## config.mk

```make
export PLATFORM = sky130hd
export DESIGN_NAME = bcd_conv_arbiter
export DESIGN_NICKNAME = d
export VERILOG_FILES = /design/src/rtl/bcd_conv_arbiter.sv
export SDC_FILE = /design/constraint.sdc
export NUM_CORES = 1
export LEC_CHECK = 0
export CAP_MARGIN = 20
export CORE_ASPECT_RATIO = 1.75
export CORE_MARGIN = 1.5
export CORE_UTILIZATION = 24
export DETAILED_ROUTE_END_ITERATION = 8
export PLACE_DENSITY = 0.58
export SLEW_MARGIN = 10
export SYNTH_ARGS = -nofsm -noshare
export SYNTH_HDL_FRONTEND = slang
export SYNTH_SLANG_ARGS = --single-unit
```

## constraint.sdc

```tcl
create_clock -name clk_i -period 3.6 [get_ports clk_i]
set_input_delay 1.08 -clock clk_i [delete_from_list [all_inputs] [get_ports clk_i]]
set_output_delay 1.08 -clock clk_i [all_outputs]
set_load 0.01 [all_outputs]
```

## src/rtl/bcd_conv_arbiter.sv

```systemverilog
// Round-robin arbiter sharing one BCD-to-binary converter between two requesters.
// Optional WAIT-state timeout enabled by defining BCD_ARB_TIMEOUT_EN.
module bcd_conv_arbiter #(
    parameter int N       = 8,
    parameter int TIMEOUT = 64
) (
    input  logic         clk_i,
    input  logic         reset_i,
    input  logic         req0_i,
    input  logic [N-1:0] bcd0_i,
    output logic         ack0_o,
    output logic         done0_o,
    output logic [31:0]  result0_o,
    input  logic         req1_i,
    input  logic [N-1:0] bcd1_i,
    output logic         ack1_o,
    output logic         done1_o,
    output logic [31:0]  result1_o,
    output logic         busy_o,
    output logic         err_o,
    output logic         cv_start_o,
    output logic [N-1:0] cv_bcd_o,
    input  logic         cv_ready_i,
    input  logic         cv_done_i,
    input  logic [31:0]  cv_binary_i
);

    typedef enum logic [1:0] {
        IDLE  = 2'd0,
        ISSUE = 2'd1,
        WAIT  = 2'd2,
        RESP  = 2'd3
    } state_t;

    if (TIMEOUT < 1) begin : g_timeout_chk
        $error("TIMEOUT must be at least 1");
    end

    state_t         state_q, state_d;
    logic           owner_q, owner_d;
    logic           last_grant_q, last_grant_d;
    logic [N-1:0]   bcd_q, bcd_d;
    logic [31:0]    result0_q, result0_d;
    logic [31:0]    result1_q, result1_d;
    logic           grant_sel;
    logic           take_req;
    logic           timeout_hit;
    logic           wait_exit;
    logic [31:0]    wait_value;

    // Both requesting: the port that was not served last wins.
    assign grant_sel = (req0_i && req1_i) ? ~last_grant_q : req1_i;
    assign take_req  = (state_q == IDLE) && cv_ready_i && (req0_i || req1_i);
    assign wait_exit = (state_q == WAIT) && (cv_done_i || timeout_hit);
    assign wait_value = cv_done_i ? cv_binary_i : 32'hFFFF_FFFF;

`ifdef BCD_ARB_TIMEOUT_EN
    localparam int CW = $clog2(TIMEOUT + 1);

    logic [CW-1:0] cnt_q, cnt_d;
    logic          err_q, err_d;

    assign timeout_hit = (state_q == WAIT) && (cnt_q == CW'(TIMEOUT - 1));

    always_comb begin
        cnt_d = cnt_q;
        err_d = err_q;
        if (state_q == ISSUE) begin
            cnt_d = '0;
        end else if (state_q == WAIT) begin
            cnt_d = cnt_q + CW'(1);
        end
        // A done arriving on the limit cycle wins over the timeout.
        if (wait_exit) begin
            err_d = ~cv_done_i;
        end
    end

    always_ff @(posedge clk_i or posedge reset_i) begin
        if (reset_i) begin
            cnt_q <= '0;
            err_q <= 1'b0;
        end else begin
            cnt_q <= cnt_d;
            err_q <= err_d;
        end
    end
`else
    assign timeout_hit = 1'b0;
`endif

    // State register
    always_ff @(posedge clk_i or posedge reset_i) begin
        if (reset_i) begin
            state_q <= IDLE;
        end else begin
            state_q <= state_d;
        end
    end

    // Next-state logic
    always_comb begin
        state_d = state_q;
        case (state_q)
            IDLE:    if (take_req) state_d = ISSUE;
            ISSUE:   state_d = WAIT;
            WAIT:    if (cv_done_i || timeout_hit) state_d = RESP;
            RESP:    state_d = IDLE;
            default: state_d = IDLE;
        endcase
    end

    always_comb begin
        owner_d      = owner_q;
        last_grant_d = last_grant_q;
        bcd_d        = bcd_q;
        result0_d    = result0_q;
        result1_d    = result1_q;
        if (take_req) begin
            owner_d = grant_sel;
            bcd_d   = grant_sel ? bcd1_i : bcd0_i;
        end
        if (wait_exit) begin
            if (owner_q) result1_d = wait_value;
            else         result0_d = wait_value;
        end
        if (state_q == RESP) begin
            last_grant_d = owner_q;
        end
    end

    always_ff @(posedge clk_i or posedge reset_i) begin
        if (reset_i) begin
            owner_q      <= 1'b0;
            last_grant_q <= 1'b1;
            bcd_q        <= '0;
            result0_q    <= '0;
            result1_q    <= '0;
        end else begin
            owner_q      <= owner_d;
            last_grant_q <= last_grant_d;
            bcd_q        <= bcd_d;
            result0_q    <= result0_d;
            result1_q    <= result1_d;
        end
    end

    // Moore outputs decoded from registered state and owner
    always_comb begin
        busy_o     = (state_q != IDLE);
        cv_start_o = (state_q == ISSUE);
        cv_bcd_o   = bcd_q;
        ack0_o     = (state_q == ISSUE) && !owner_q;
        ack1_o     = (state_q == ISSUE) &&  owner_q;
        done0_o    = (state_q == RESP)  && !owner_q;
        done1_o    = (state_q == RESP)  &&  owner_q;
        result0_o  = result0_q;
        result1_o  = result1_q;
`ifdef BCD_ARB_TIMEOUT_EN
        err_o      = (state_q == RESP) && err_q;
`else
        err_o      = 1'b0;
`endif
    end

endmodule

```

==> results.toml, run 1 <==
[placed_design]
numPortBuffers = 131
placedCellCount = 498
place_hpwl_um = 5710
post_dp_cell_area_um2 = 4770
gp_congestion = 0.693

[routing]
dr_total_vias = 2068
drt_iter0_drc = 65
routedWlPerCell_um = 15.5
antenna_left = 0
dr.pass1.iters = 3
via_per_inst = 4.02
wl_um = 7970
drc = 0

[clock_tree]
cts-resized-gates = 0
cts-root-buf = "clkbuf_16"
post_cts_buffers = 0
hold_buffers = 0
numCtsBuffers = 9
clk_latency_ps = 330
htree_levels = 3
cts_tree = "done"
clock-sinks = 76
clockBufferDepth = 2
clkTransAtPathRegs_ps = 60

[cells_and_area]
regArea_um2 = 1900
fin_nets = 393
mostFrequentLayoutCells = "131 x clkdlybuf4s50_1, 75 x dfrtp_1, 60 x mux2_4"
drive_gt1_share_pct = 26.2
area_delta_synth_final_pct = 53.6
diodes = 0
finalNonFillerCells = 514
multi_input_area_um2 = 1290
final_common_cell = "clkdlybuf4s50_1"
design_area_um2 = 5080
n_fill_cell = 1338

[global_route]
antenna_found_initial = 0
top_usage_layer = "met2"
grt_max_degree = 50
grt_pass1_wl_um = 12400
gr-total-overflow = 0
grt_usage_pct = 11.5
first_global_vias = 2280
grt_util_met1_pct = 11.8
gr-usage-met3_pct = 2.64
met2_usage_pct = 21.3

[yosys]
ys_ff_latch = 76
ys_seq_area_share_pct = 57.6
avgSynthCellArea_um2 = 16.6
ys_types = 22
syn_inst = 199
netlist_area_um2 = 3300
synthesis.nets = 257
yosys_warnings = 0

[sta]
finalSetupTns_ps = 0
drv_slew = 0
fin_skew_ps = 5.59
hold_viol = 0
worst_pin_slew_ps = 680
finalCritPeriodShare_pct = 76.6
slew_headroom_pct = 54.7
rsz0062_at_grt = "false"
fmax_mhz = 363
post-route-min-period_ps = 2760
finalSetupViolCount = 0

[hold_path]
hold_class = "flop to flop"

[worst_setup_path]
worst-path-max-fanout = 4
crit_type = "flop to primary output"
worst_ep_required_time_ps = 2520
crit_path_end_kind = "primary output"
cp.arrival_ps = 1680
worst_setup_path_start_kind = "flop"

[pwr]
switching_share_pct = 29.1
ir_drop_v = 0.000311
total_power_mw = 4.62
p_switching_mw = 1.35
leakage_nw = 2.36
combPwrFrac_pct = 46.7
powerDensity_nw_per_um2 = 911
pwr-share-clk_pct = 19.6
power_frac_seq_pct = 33.7
p_int_mw = 3.28

[status]
status = "finished, final reports clean"

[die]
die_h_um = 158
coreArea_um2 = 13500
rows = 56
ios = 133
fp.dieW_um = 91.7
dieArea_um2 = 14500
start_util_pct = 24.6

[flow_run]
drv_cap = 0
-- worst max-delay path, cell delays in order, from the launching register on --
cell,delay [ps]
dfrtp_1,410
inv_1,90
ha_1,180
nor2b_1,140
clkdlybuf4s50_1,540
-- registers in the layout, summed over array words and instances (netlist names) --
register / flops
state_q: 2
last_grant_q: 1
result0_o: 32
owner_q: 1
result1_o: 32
cv_bcd_o: 8
-- power by group through the flow --
stage	logic (mW)	registers, mW	clock network [mW]
6_report	2.16	1.56	0.905
2_1_floorplan	0.921	1.72	0
3_3_place_gp	2.16	1.56	0
4_1_cts	2.20	1.57	0.941
5_1_grt	2.29	1.61	0.981
3_5_place_dp	2.19	1.57	0
-- per-stage QoR --
stage / hold WS, ps / utilization [%] / setup slack, ps
after global routing: 511 / 37.7 / 749
after global placement: 466 / 35.5 / 693
after CTS: 483 / 37.7 / 810
after detailed placement: 470 / 35.5 / 681
final: 477 / 37.7 / 842
after floorplan: 514 / - / 583
-- final timing paths --
| path | endpoint | startpoint | slack [ps] | cells after the start |
|---|---|---|---|---|
| worst max register to register | result1_o[18]$_DFFE_PP0P_ | state_q[0]$_DFFE_PP0P_ | 1590 | 4 |
| worst min-delay path | cv_bcd_o[0]$_DFFE_PP0P_ | cv_bcd_o[0]$_DFFE_PP0P_ | 480 | 2 |
| max in group asynchronous | last_grant_q$_DFFE_PP1N_ | reset_i | 1820 | 3 |
| worst max-delay path | ack0_o | state_q[1]$_DFFE_PP0P_ | 840 | 4 |
| min in group asynchronous | result1_o[24]$_DFFE_PP0P_ | reset_i | 1090 | 2 |
| worst min register to register | cv_bcd_o[0]$_DFFE_PP0P_ | cv_bcd_o[0]$_DFFE_PP0P_ | 480 | 2 |
-- metal layers --
layer / vias up / routed length (um)
li1: 959 / -
met1: 1029 / 2860
met2: 70 / 4550
met3: 10 / 368
met4: 0 / 191
met5: - / 0
-- kinds of logic after synthesis --
logic type	Yosys count	synth area share (%)
buf+inv	13	3.37
simple gates	17	3.22
mux	74	31.7
flops	76	57.6
compound gates	14	2.46
other cells	1	0.113
fa+ha+maj	4	1.51
-- Yosys cell counts --
master	count	area, um2
a21bo_2	1	10.0
a21oi_1	1	5.00
and2_1	2	12.5
buf_2	2	10.0
buf_4	1	7.51
buf_6	3	33.8
buf_8	3	45.0
conb_1	1	3.75
dfrtp_1	75	1880
dfstp_2	1	26.3
ha_1	4	50.1
inv_1	4	15.0
mux2_2	6	67.6
mux2_4	60	901
mux2i_1	8	80.1
nand2_1	10	37.5
nand3_4	1	17.5
nand3b_4	1	20.0
nor2b_1	3	18.8
o211ai_1	1	7.51
o21ai_0	10	50.1
o22a_1	1	8.76
-- layout make-up --
class	instances	share of cell area, %
clock buffer	11	4.78
clock inverter	5	1.18
inverter	4	0.320
multi-input combinational	110	25.4
sequential	76	37.5
tap	174	4.29
timing repair buffer	134	26.5
Power figures use the tool's default switching activity.
==> inputs of run 2 (changes only) <==
Clock period 3.6 ns to 2.75 ns, I/O delays scaled along.
==> results.toml, run 2 (synthesis gave the netlist of run 1 again) <==
[pwr]
switching_share_pct = 28.1
power_frac_seq_pct = 32.9
leakage_nw = 2.40
pwr-share-clk_pct = 21.5
powerDensity_nw_per_um2 = 1210
combPwrFrac_pct = 45.6
ir_drop_v = 0.000456
p_int_mw = 4.49
p_switching_mw = 1.75
total_power_mw = 6.24

[global_route]
grt_util_met1_pct = 13.0
antenna_found_initial = 0
grt_usage_pct = 11.9
met2_usage_pct = 21.3
grt_pass1_wl_um = 12900
top_usage_layer = "met2"
first_global_vias = 2275
grt_max_degree = 77
gr-total-overflow = 0
gr-usage-met3_pct = 3.94

[clock_tree]
clockBufferDepth = 2
numCtsBuffers = 9
clkTransAtPathRegs_ps = 60
cts_tree = "done"
htree_levels = 3
cts-resized-gates = 0
post_cts_buffers = 0
clock-sinks = 76
clk_latency_ps = 330
cts-root-buf = "clkbuf_16"
hold_buffers = 0

[cells_and_area]
area_delta_synth_final_pct = 56.5
final_core_util_pct = 38.4
final_common_cell = "clkdlybuf4s50_1"
fin_nets = 397
design_area_um2 = 5170
diodes = 0
mostFrequentLayoutCells = "131 x clkdlybuf4s50_1, 75 x dfrtp_1, 60 x mux2_4"
drive_gt1_share_pct = 26.8
n_fill_cell = 1315
multi_input_area_um2 = 1290
regArea_um2 = 1900

[routing]
wl_um = 8140
routedWlPerCell_um = 15.8
dr.pass1.iters = 3
drt_iter0_drc = 39
antenna_left = 0
dr_total_vias = 2064
drc = 0
via_per_inst = 3.99

[worst_setup_path]
critPathSlowestCell = "clkdlybuf4s50_1"
path_common_cell = "inv_1"
cpLargestDelayFamily = "buffers and inverters"
worst_setup_path_start_kind = "flop"
crit-reg2reg-launch = "state_q[0]$_DFFE_PP0P_"
slowest_delay_ps = 540
crit-reg2reg-capture = "result0_o[31]$_DFFE_PP0P_"
worst_ep_required_time_ps = 1930
regToRegSetupSlack_ps = 990
crit_path_end_kind = "primary output"
worstSetupEndpoint = "busy_o"
worst-path-max-fanout = 5
crit_buf_inv = 3
cp.depth = 4
crit_chain = "inv_1 -> ha_1 -> inv_1 -> clkdlybuf4s50_1"
cp-startpoint = "state_q[0]$_DFFE_PP0P_"
cp.arrival_ps = 1690
ff2ff_path_depth = 5
crit_type = "flop to primary output"

[status]
status = "finished, final reports clean"

[sta]
hold_viol = 0
fin_skew_ps = 6.23
drv_slew = 0
rsz0062_at_grt = "false"
finalSetupTns_ps = 0
worst_hold_slack_ps = 484
finalCritPeriodShare_pct = 91.6
post-route-min-period_ps = 2520
finalSetupViolCount = 0
fmax_mhz = 397

[die]
coreArea_um2 = 13500
fp.dieW_um = 91.7
start_util_pct = 24.6
dieArea_um2 = 14500
die_h_um = 158
ios = 133
rows = 56

[placed_design]
numPortBuffers = 131
gp_congestion = 0.729
place_hpwl_um = 6110
post_dp_cell_area_um2 = 4830

[hold_path]
hold_class = "flop to flop"

[flow_run]
drv_cap = 0
run 2: worst min-delay path by stage:
stage,from,endpoint,slack [ps],depth (start not counted)
global placement,cv_bcd_o[3]$_DFFE_PP0P_,cv_bcd_o[3]$_DFFE_PP0P_,470,2
global route,cv_bcd_o[6]$_DFFE_PP0P_,cv_bcd_o[6]$_DFFE_PP0P_,510,2
detailed placement,cv_bcd_o[5]$_DFFE_PP0P_,cv_bcd_o[5]$_DFFE_PP0P_,470,2
finish,cv_bcd_o[5]$_DFFE_PP0P_,cv_bcd_o[5]$_DFFE_PP0P_,480,2
floorplan,cv_bcd_o[0]$_DFFE_PP0P_,cv_bcd_o[0]$_DFFE_PP0P_,510,2
CTS,cv_bcd_o[5]$_DFFE_PP0P_,cv_bcd_o[5]$_DFFE_PP0P_,490,2
run 2: area by class of cell:
type	instances	area share (%)
well taps	174	4.21
flip-flops and latches	76	36.8
multi-input cells	110	24.9
clock buffers	11	4.69
inverters	4	0.363
clock inverters	4	1.89
repair buffers	138	27.1
run 2: power by group through the flow:
stage                     logic (mW)  clock network [mW]  registers, mW
after global routing            3.04                1.44           2.13
after detailed placement        2.89                   0           2.07
final                           2.84                1.34           2.05
after CTS                       2.89                1.39           2.07
after floorplan                 1.21                   0           2.26
after global placement          2.84                   0           2.07
run 2: per-stage QoR:
stage	std cells	setup WS [ps]
after floorplan	199	1030
after CTS	517	204
after global placement	502	350
final	517	231
after global routing	517	134
after detailed placement	502	318
run 2: worst reg2reg max path: cells and delay by family (launching register included):
kind / cells / cell delay (ps)
DFF: 1 / 410
and+or+nand+nor: 1 / 270
muxes: 1 / 310
adders and majority gates: 1 / 300
buffers and inverters: 2 / 370
run 2: metal layers:
layer | routed length, um | up-vias | part of all wire, %
met3 | 440 | 7 | 5.4
met2 | 4620 | 66 | 57
met4 | 120 | 0 | 1.5
li1 | - | 971 | -
met1 | 2960 | 1020 | 36
met5 | 0 | - | 0
==> inputs of run 3 (changes only) <==
--- a/config.mk
+++ b/config.mk
@@ -7,2 +7,3 @@
 export LEC_CHECK = 0
+export ABC_AREA = 1
 export CAP_MARGIN = 20
@@ -12,3 +13,3 @@
 export DETAILED_ROUTE_END_ITERATION = 8
-export PLACE_DENSITY = 0.58
+export PLACE_DENSITY = 0.57
 export SLEW_MARGIN = 10
==> constraint.sdc (replaced) <==
create_clock -name clk_i -period 2.75 [get_ports clk_i]
set_input_delay 0.6875 -clock clk_i [delete_from_list [all_inputs] [get_ports clk_i]]
set_output_delay 0.6875 -clock clk_i [all_outputs]
set_load 0.01 [all_outputs]
==> results.toml, run 3 <==
[status]
status = "finished, final reports clean"

[routing]
via_per_inst = 4.02
dr.pass1.iters = 4
drt_iter0_drc = 91
routedWlPerCell_um = 12.8
wl_um = 8430
dr_total_vias = 2643
drc = 0
antenna_left = 0

[clock_tree]
cts-root-buf = "clkbuf_16"
cts-resized-gates = 0
numCtsBuffers = 9
clkTransAtPathRegs_ps = 60
hold_buffers = 0
clock-sinks = 76
htree_levels = 3
clk_latency_ps = 330
post_cts_buffers = 0
clockBufferDepth = 2
cts_tree = "done"

[yosys]
netlist_area_um2 = 3450
synth_area_leaders = "dfrtp_1 54%, o21ai_2 16%, nand2_1 12%, inv_1 5.0%, buf_6 4.2%"
synthesis.nets = 401
synth.most_common_cell = "nand2_1"
ys_async_sr_fraction_pct = 100
synth.top_cell.area_share_pct = 54.4
synth_commonest_cells = "111 x nand2_1, 75 x dfrtp_1, 64 x o21ai_2"
synthFlopType = "dfrtp_1"
yosys_warnings = 0
syn_inst = 343
ys_types = 17
yosysTopAreaCell = "dfrtp_1"
avgSynthCellArea_um2 = 10.0
ys_ff_latch = 76
synth_edf_count = 0
ys_seq_area_share_pct = 55.2

[pwr]
leakage_nw = 2.49
ir_drop_v = 0.000412
powerDensity_nw_per_um2 = 1070
total_power_mw = 5.56

[worst_setup_path]
crit_type = "flop to primary output"
worst-path-max-fanout = 4
worst_ep_required_time_ps = 2060
worst_setup_path_start_kind = "flop"
crit_path_end_kind = "primary output"
path_common_cell = "inv_1"
cpLargestDelayFamily = "buffers and inverters"
crit_buf_inv = 3
cp.arrival_ps = 1650
crit_chain = "inv_1 -> ha_1 -> inv_1 -> nor2_1 -> clkdlybuf4s50_1"
regToRegSetupSlack_ps = 1080
slowest_delay_ps = 530
critPathSlowestCell = "clkdlybuf4s50_1"

[sta]
finalCritPeriodShare_pct = 84.9
worst_pin_slew_ps = 544
slew_headroom_pct = 63.7
finalSetupTns_ps = 0
fin_skew_ps = 7.70
finalSetupViolCount = 0
rsz0062_at_grt = "false"
worst_hold_slack_ps = 465
drv_slew = 0
post-route-min-period_ps = 2340
hold_viol = 0
fmax_mhz = 428

[die]
start_util_pct = 24.7
fp.dieW_um = 93.6
die_h_um = 162
coreArea_um2 = 14000
rows = 57
ios = 133
dieArea_um2 = 15100

[placed_design]
place_hpwl_um = 6390
gp_congestion = 0.745
numPortBuffers = 131

[cells_and_area]
drive_gt1_share_pct = 22.7
diodes = 0
mostFrequentLayoutCells = "131 x clkdlybuf4s50_1, 111 x nand2_1, 75 x dfrtp_1"
final_common_cell = "clkdlybuf4s50_1"
area_delta_synth_final_pct = 51.4
fin_nets = 534

[flow_run]
drv_cap = 0

[global_route]
grt_pass1_wl_um = 14100
grt_max_degree = 33
grt_usage_pct = 12.2
antenna_found_initial = 0
gr-total-overflow = 0
first_global_vias = 2781

[hold_path]
hold_class = "flop to flop"
run 3: changes by cell type after synthesis, moves of 8 or more:
cell | previous run | this run
nand2_1 | 10 | 111
o21ai_0 | 10 | 1
mux2_4 | 60 | 0
inv_1 | 4 | 46
o21ai_2 | 0 | 64
buf_6 | 3 | 13
mux2i_1 | 8 | 0
nand2_2 | 0 | 18
run 3: report_power, final:
part / total [mW] / switching [mW] / internal (mW) / leakage (nW)
registers: 1.95 / 0.324 / 1.63 / 0.955
logic: 2.50 / 1.12 / 1.38 / 1.40
clock network: 1.11 / 0.455 / 0.660 / 0.134
run 3: metal layers:
metal | vias to the layer above | wire length (um) | track usage (%)
met5 | - | 0 | 0
met4 | 0 | 227 | 5.36
met3 | 12 | 447 | 3.91
met2 | 78 | 4450 | 20.8
met1 | 1225 | 3300 | 13.6
li1 | 1328 | - | -
run 3: cell families after synthesis:
kind of cell / Yosys count / synth area share, %
simple gates: 136 / 17.2
flops: 76 / 55.2
compound gates: 65 / 16.4
buf+inv: 61 / 9.62
fa+ha+maj: 4 / 1.45
other cells: 1 / 0.109
run 3: final timing paths:
| check | start | endpoint | cells after the start |
|---|---|---|---|
| setup reg to reg | state_q[0]$_DFFE_PP0P_ | result0_o[0]$_DFFE_PP0P_ | 6 |
| hold reg to reg | last_grant_q$_DFFE_PP1N_ | last_grant_q$_DFFE_PP1N_ | 2 |
| min in group asynchronous | reset_i | result0_o[19]$_DFFE_PP0P_ | 2 |
| hold / removal | last_grant_q$_DFFE_PP1N_ | last_grant_q$_DFFE_PP1N_ | 2 |
| setup / recovery | state_q[1]$_DFFE_PP0P_ | ack0_o | 5 |
| max in group asynchronous | reset_i | last_grant_q$_DFFE_PP1N_ | 3 |
run 3: worst min-delay path, stage by stage, from the launching register on:
cell,delay [ps]
dfstp_2,360
nand2_1,50
nand2_1,50
run 3: stage by stage:
| step | utilization, % | setup WS (ps) | area, um2 | instances |
|---|---|---|---|---|
| floorplan | - | 126 | 3450 | 343 |
| global placement | 35.3 | 543 | 4930 | 642 |
| detailed placement | 35.3 | 520 | 4930 | 642 |
| CTS | 37.3 | 385 | 5220 | 658 |
| global route | 37.3 | 259 | 5220 | 658 |
| finish | 37.3 | 414 | 5220 | 658 |
run 3: final cells by class:
cell class                      instances  area [um2]
Sequential cell                        76        1900
Multi-Input combinational cell        206        1210
Clock inverter                          5        36.3
Clock buffer                           11         253
Fill cell                            1442        8760
Inverter                               46         174
Timing Repair Buffer                  137        1420
Tap cell                              177         221
